`config.mk`:
```
export PLATFORM = sky130hd
export DESIGN_NAME = mdu_iter
export DESIGN_NICKNAME = d
export VERILOG_FILES = /design/src/rtl/mdu_iter.sv
export SDC_FILE = /design/constraint.sdc
export NUM_CORES = 1
export LEC_CHECK = 0
export CAP_MARGIN = 20
export CORE_UTILIZATION = 40
export DETAILED_ROUTE_END_ITERATION = 16
export PLACE_DENSITY = 0.69
export SETUP_SLACK_MARGIN = 0.05
export SYNTH_ARGS = -nofsm -noshare
export SYNTH_HDL_FRONTEND = slang
export SYNTH_SLANG_ARGS = --single-unit
```
`constraint.sdc`:
```
create_clock -name clock -period 6.9 [get_ports clock]
set_clock_uncertainty 0.05 [all_clocks]
set_input_delay 1.38 -clock clock [delete_from_list [all_inputs] [get_ports clock]]
set_output_delay 1.38 -clock clock [all_outputs]
set_load 0.005 [all_outputs]
```
`src/rtl/mdu_iter.sv`:
```
// mdu_iter: iterative RV32M multiply/divide unit (radix-2^MUL_STEP shift-add multiply, restoring divide).
// Optional macro MDU_EARLY_OUT_EN adds accept-time shortcuts for zero multiplies and |a| < |b| divides.
module mdu_iter #(
    parameter int XLEN     = 32,
    parameter int MUL_STEP = 2,
    parameter int TAG_W    = 5
) (
    input  logic             clock,
    input  logic             reset_n,
    input  logic             in_valid,
    output logic             in_ready,
    input  logic [1:0]       in_op,
    input  logic             in_signed_a,
    input  logic             in_signed_b,
    input  logic [XLEN-1:0]  in_a,
    input  logic [XLEN-1:0]  in_b,
    input  logic [TAG_W-1:0] in_tag,
    input  logic             flush,
    output logic             out_valid,
    input  logic             out_ready,
    output logic [XLEN-1:0]  out_result,
    output logic [TAG_W-1:0] out_tag,
    output logic             busy
);
    localparam int            CW    = $clog2(XLEN + 1);
    localparam int            PW    = XLEN + MUL_STEP;
    localparam logic [CW-1:0] K_MUL = CW'(XLEN / MUL_STEP);
    localparam logic [CW-1:0] K_DIV = CW'(XLEN);
    localparam logic [1:0]    OP_MULL = 2'd0, OP_MULH = 2'd1, OP_DIV = 2'd2;

    typedef enum logic [1:0] {IDLE, CALC, FIXUP, DONE} state_t;
    state_t state, state_nxt;

    logic [CW-1:0]     cnt;
    logic [1:0]        op;
    logic              neg;
    logic [TAG_W-1:0]  tag;
    logic [2*XLEN-1:0] acc;   // mul: {partial product, multiplier}; div: low half = dividend/quotient
    logic [XLEN-1:0]   rem;
    logic [XLEN-1:0]   opnd;  // mul: |a| multiplicand; div: |b| divisor

    logic accept;
    assign in_ready  = (state == IDLE) && !flush;
    assign accept    = in_valid && in_ready;
    assign out_valid = (state == DONE);
    assign busy      = (state != IDLE);

    logic            a_neg, b_neg, is_div, div0, ovf, early;
    logic [XLEN-1:0] a_mag, b_mag;
    assign a_neg  = in_signed_a && in_a[XLEN-1];
    assign b_neg  = in_signed_b && in_b[XLEN-1];
    assign a_mag  = a_neg ? -in_a : in_a;
    assign b_mag  = b_neg ? -in_b : in_b;
    assign is_div = in_op[1];
    assign div0   = is_div && (in_b == '0);
    assign ovf    = is_div && in_signed_a && in_signed_b &&
                    (in_a == {1'b1, {(XLEN-1){1'b0}}}) && (&in_b);
`ifdef MDU_EARLY_OUT_EN
    assign early  = is_div ? (a_mag < b_mag) : ((in_a == '0) || (in_b == '0));
`else
    assign early  = 1'b0;
`endif

    // one multiply step: add opnd * (next MUL_STEP multiplier bits) into the upper half
    logic [PW-1:0] pp, msum;
    always_comb begin
        pp = '0;
        for (int i = 0; i < MUL_STEP; i++)
            if (acc[i]) pp = pp + (PW'(opnd) << i);
        msum = PW'(acc[2*XLEN-1:XLEN]) + pp;
    end

    // one restoring divide step on the XLEN+1 bit shifted partial remainder
    logic [XLEN:0]   rsh;
    logic [XLEN-1:0] rsub;
    logic            qbit;
    always_comb begin
        rsh  = {rem, acc[XLEN-1]};
        qbit = (rsh >= {1'b0, opnd});
        rsub = rsh[XLEN-1:0] - opnd;
    end

    logic [2*XLEN-1:0] prod;
    logic [XLEN-1:0]   quo, rmd, res;
    always_comb begin
        prod = neg ? -acc : acc;
        quo  = neg ? -acc[XLEN-1:0] : acc[XLEN-1:0];
        rmd  = neg ? -rem : rem;
        case (op)
            OP_MULL: res = prod[XLEN-1:0];
            OP_MULH: res = prod[2*XLEN-1:XLEN];
            OP_DIV:  res = quo;
            default: res = rmd;
        endcase
    end

    always_comb begin
        state_nxt = state;
        case (state)
            IDLE:    if (accept) state_nxt = (div0 || ovf || early) ? FIXUP : CALC;
            CALC:    if (cnt == CW'(1)) state_nxt = FIXUP;
            FIXUP:   state_nxt = DONE;
            DONE:    if (out_ready) state_nxt = IDLE;
            default: state_nxt = IDLE;
        endcase
        if (flush) state_nxt = IDLE;
    end

    always_ff @(posedge clock or negedge reset_n) begin
        if (!reset_n) state <= IDLE;
        else          state <= state_nxt;
    end

    always_ff @(posedge clock or negedge reset_n) begin
        if (!reset_n) begin
            cnt        <= '0;
            op         <= '0;
            neg        <= 1'b0;
            tag        <= '0;
            acc        <= '0;
            rem        <= '0;
            opnd       <= '0;
            out_result <= '0;
            out_tag    <= '0;
        end else begin
            case (state)
                IDLE: if (accept) begin
                    op  <= in_op;
                    tag <= in_tag;
                    cnt <= is_div ? K_DIV : K_MUL;
                    if (!is_div) begin
                        neg  <= a_neg ^ b_neg;
                        opnd <= a_mag;
                        acc  <= early ? '0 : {{XLEN{1'b0}}, b_mag};
                        rem  <= '0;
                    end else begin
                        // a zero divisor reports all ones unsigned, so its DIV sign is forced clear
                        neg  <= in_op[0] ? a_neg : (!div0 && (a_neg ^ b_neg));
                        opnd <= b_mag;
                        acc  <= {{XLEN{1'b0}}, div0 ? {XLEN{1'b1}} : (early ? {XLEN{1'b0}} : a_mag)};
                        rem  <= (div0 || early) ? a_mag : '0;
                    end
                end
                CALC: begin
                    cnt <= cnt - CW'(1);
                    if (!op[1]) begin
                        acc <= {msum, acc[XLEN-1:MUL_STEP]};
                    end else begin
                        acc[XLEN-1:0] <= {acc[XLEN-2:0], qbit};
                        rem           <= qbit ? rsub : rsh[XLEN-1:0];
                    end
                end
                FIXUP: if (!flush) begin
                    out_result <= res;
                    out_tag    <= tag;
                end
                default: ;
            endcase
        end
    end
endmodule
```
==> metrics.txt <==
Tmin final 6.156 ns; Seq pwr share 20.9%; Final setup viols 0; WS Path Type flop to flop; Net Sw Frac 53.44%; dpl ws 0.9324 ns; Post-Synth Simple-Gate Area 19.32%; mux share of post-synthesis cell area 6.231%; Combinational Power Share 70.4%; CP Launch Type flop; overall global routing resource usage 28.50%; TNS Setup 0 ns; Worst-path clk slew 0.07 ns; gpl congestion 0.9865; Critical Path RT 7.21 ns; CTS tree built; htree depth 4; per-cell routed wire length 22.05 µm; Area Overhead vs Synth 12.38%; post-detail-place hpwl 49670 µm; DR vias 17840; initial DRC count 2110; worst min-delay path category flop to flop; endpoint class of the critical path flop; core area 44120 µm²; Tcrit/Tclk final 89.21%; Max VDD drop 284.6 µV; first-pass GRT wire length 98570 µm; Clk pwr share 8.7%; antenna cells 0; main combinational cell family by area after synthesis compound AO/OA/AOI/OAI gates; Final #Nets 2489; commonest non-fill, non-tap cells in the layout nand2_1, nor2_1, a21oi_1, dfrtp_1, o21ai_0; Routed Antenna Nets 0; DR pass1 iterations 6; Port Buffer Count 117; Initial Utilization 40.55%; cells along the critical path buf_4, inv_1, buf_4, nor2_1, ha_1, a21oi_1, o21ai_0, a2111oi_0, nand3_1, a31o_2, a21oi_1, xnor2_1, mux2_2, ha_1, nand2_1, o21bai_1, a2111oi_0, a21oi_1, a41oi_1, a21boi_0, o41ai_1, xnor2_1, a22o_1; most common cell after layout, fill and taps aside nand2_1; drt drc 0; max_cap viols 0; TritonCTS Buffers 17; drt total wl 64190 µm; Clock Latency Late Sink 0.48 ns; Int Pwr 0.005278 W; Ports 118; sequential fraction of the synthesis area 25.32%; clk sinks 181; Slew headroom 30.79%; Leak 8.352 nW; hold_buf cts 0; synthesized area per cell 7.864 µm²; xor and xnor area share after synthesis 11.16%; fin worst setup slack 0.7445 ns; pwr dens 563.8 nW/µm²; die area 45580 µm²; design area 20110 µm²; Fin. Hold Viols 0; library cells used by synthesis 86; Post-synth ARST share 100.0%; post-CTS resize count 0; status finished, final reports clean; Rows 77; max-slew violation count 0; Synth Area in Adders 7.469%; flops & latches, synth 181; yosys warns 0; crit path max fanout 24; CP arrival 6.47 ns; slowest stage delay, CP 0.44 ns; total gr overflow 0; Hold Crit Start out_result[2]; most used cell, CP a21oi_1; Area after DPL 19530 µm²; CP delay by family, top compound AO/OA/AOI/OAI gates; most common flop cell mapped by yosys dfrtp_1; Vias/cell 6.130; CP bufs+invs 3; post-synthesis compound-gate area fraction 25.97%; CTS max path bufs 2; unrepaired setup endpoints after global routing false; antenna violations before repair 0; net switching power 0.006058 W; layout cells sized above 1 6.986%; netlist area before placement 17890 µm²; net count after synthesis 2458; Max Clk Rate 0.1625 GHz; Slew @ Worst Pin 1.036 ns; CP max-delay cell a2111oi_0; vias in the first global route 16730; Die Y 213.5 µm; RR Startpoint acc[0]; Worst Setup SP acc[0]; largest net degree at the start of global routing 113; die width 213.5 µm; Syn Inst Count 2275; Root Buffer Master clkbuf_16; Post-synth EDFFs 0; Post-CTS Setup Inserts 0
==> final cells by class <==
type / instances / area [µm²]
fill: 4422 / 24020
multi-input combinational: 1883 / 12600
sequential: 181 / 4532
timing repair buffer: 142 / 1358
tap: 592 / 740.7
clock buffer: 20 / 456.7
inverter: 81 / 304.0
clock inverter: 12 / 116.4
==> path summary, 6_finish.rpt <==
kind | depth (start not counted) | end | slack, ns
worst max-delay path | 23 | acc[62] | 0.74
worst min-delay path | 2 | out_result[2] | 0.43
worst max register to register | 23 | acc[62] | 0.74
worst min register to register | 2 | out_result[2] | 0.43
max in group asynchronous | 2 | opnd[6] | 4.31
min in group asynchronous | 1 | tag[0] | 0.98
==> worst min-delay path, stage by stage, from the launching register on <==
cell     delay, ns
dfrtp_1       0.34
nand2_1       0.04
o21ai_0       0.06
==> through the flow <==
stage | total power [W] | cells | hold WS [ns] | utilization, %
6_report | 0.01134 | 2911 | 0.4267 | 45.57
5_1_grt | 0.01216 | 2911 | 0.4498 | 45.57
4_1_cts | 0.01117 | 2910 | 0.4347 | 45.55
3_5_place_dp | 0.01015 | 2878 | 0.4082 | 44.25
3_3_place_gp | 0.009990 | 2878 | 0.3993 | 44.25
2_1_floorplan | 0.007739 | 2275 | 0.3886 | -
==> power by group through the flow <==
| stage | logic (W) | registers [W] | clock network (W) |
|---|---|---|---|
| 2_1_floorplan | 0.00577 | 0.00197 | 0 |
| 3_3_place_gp | 0.00765 | 0.00234 | 0 |
| 3_5_place_dp | 0.00779 | 0.00236 | 0 |
| 4_1_cts | 0.00784 | 0.00234 | 0.000997 |
| 5_1_grt | 0.00870 | 0.00242 | 0.00104 |
| 6_report | 0.00798 | 0.00237 | 0.000988 |
==> cell families (layout without fill, tap and decap cells) <==
group           Yosys count  after routing
fa+ha+maj               105            105
flops                   181            181
compound gates          725            725
xor+xnor                228            228
buf+inv                 211            255
simple gates            721            721
mux                     104            104
==> routing by layer <==
layer,track usage [%],up-vias,share of wire (%)
li1,-,8371,-
met1,38.58,8576,44
met2,44.18,776,44
met3,4.804,121,7.4
met4,13.33,0,4.8
met5,0,-,0
==> synthesized netlist by cell type, drive strengths merged, types with 18 or more instances <==
library cell,instances,area share [%]
a211oi,18,0.76
a21o,27,1.1
a21oi,209,5.8
a22o,31,1.5
a31oi,37,1.3
clkbuf,113,2.4
dfrtp,181,25
ha,102,7.1
inv,79,1.7
mux2,59,3.7
mux2i,45,2.5
nand2,234,4.9
nand3,44,1.3
nand4,28,1.0
nor2,216,4.5
nor3,50,1.4
o211ai,19,0.80
o21a,20,0.84
o21ai,167,4.7
o221ai,23,1.1
o22ai,26,0.91
o31ai,44,2.0
o41ai,20,1.0
or3,22,0.77
or4,28,1.3
xnor2,124,6.1
xor2,104,5.1
==> sequential cells by signal, indices dropped and copies added, names as in the netlist, 5 cells and up <==
| register | count |
|---|---|
| tag | 5 |
| out_result | 32 |
| cnt | 6 |
| opnd | 32 |
| acc | 64 |
| rem | 32 |
| out_tag | 5 |
(Power assumes the default switching activity.)
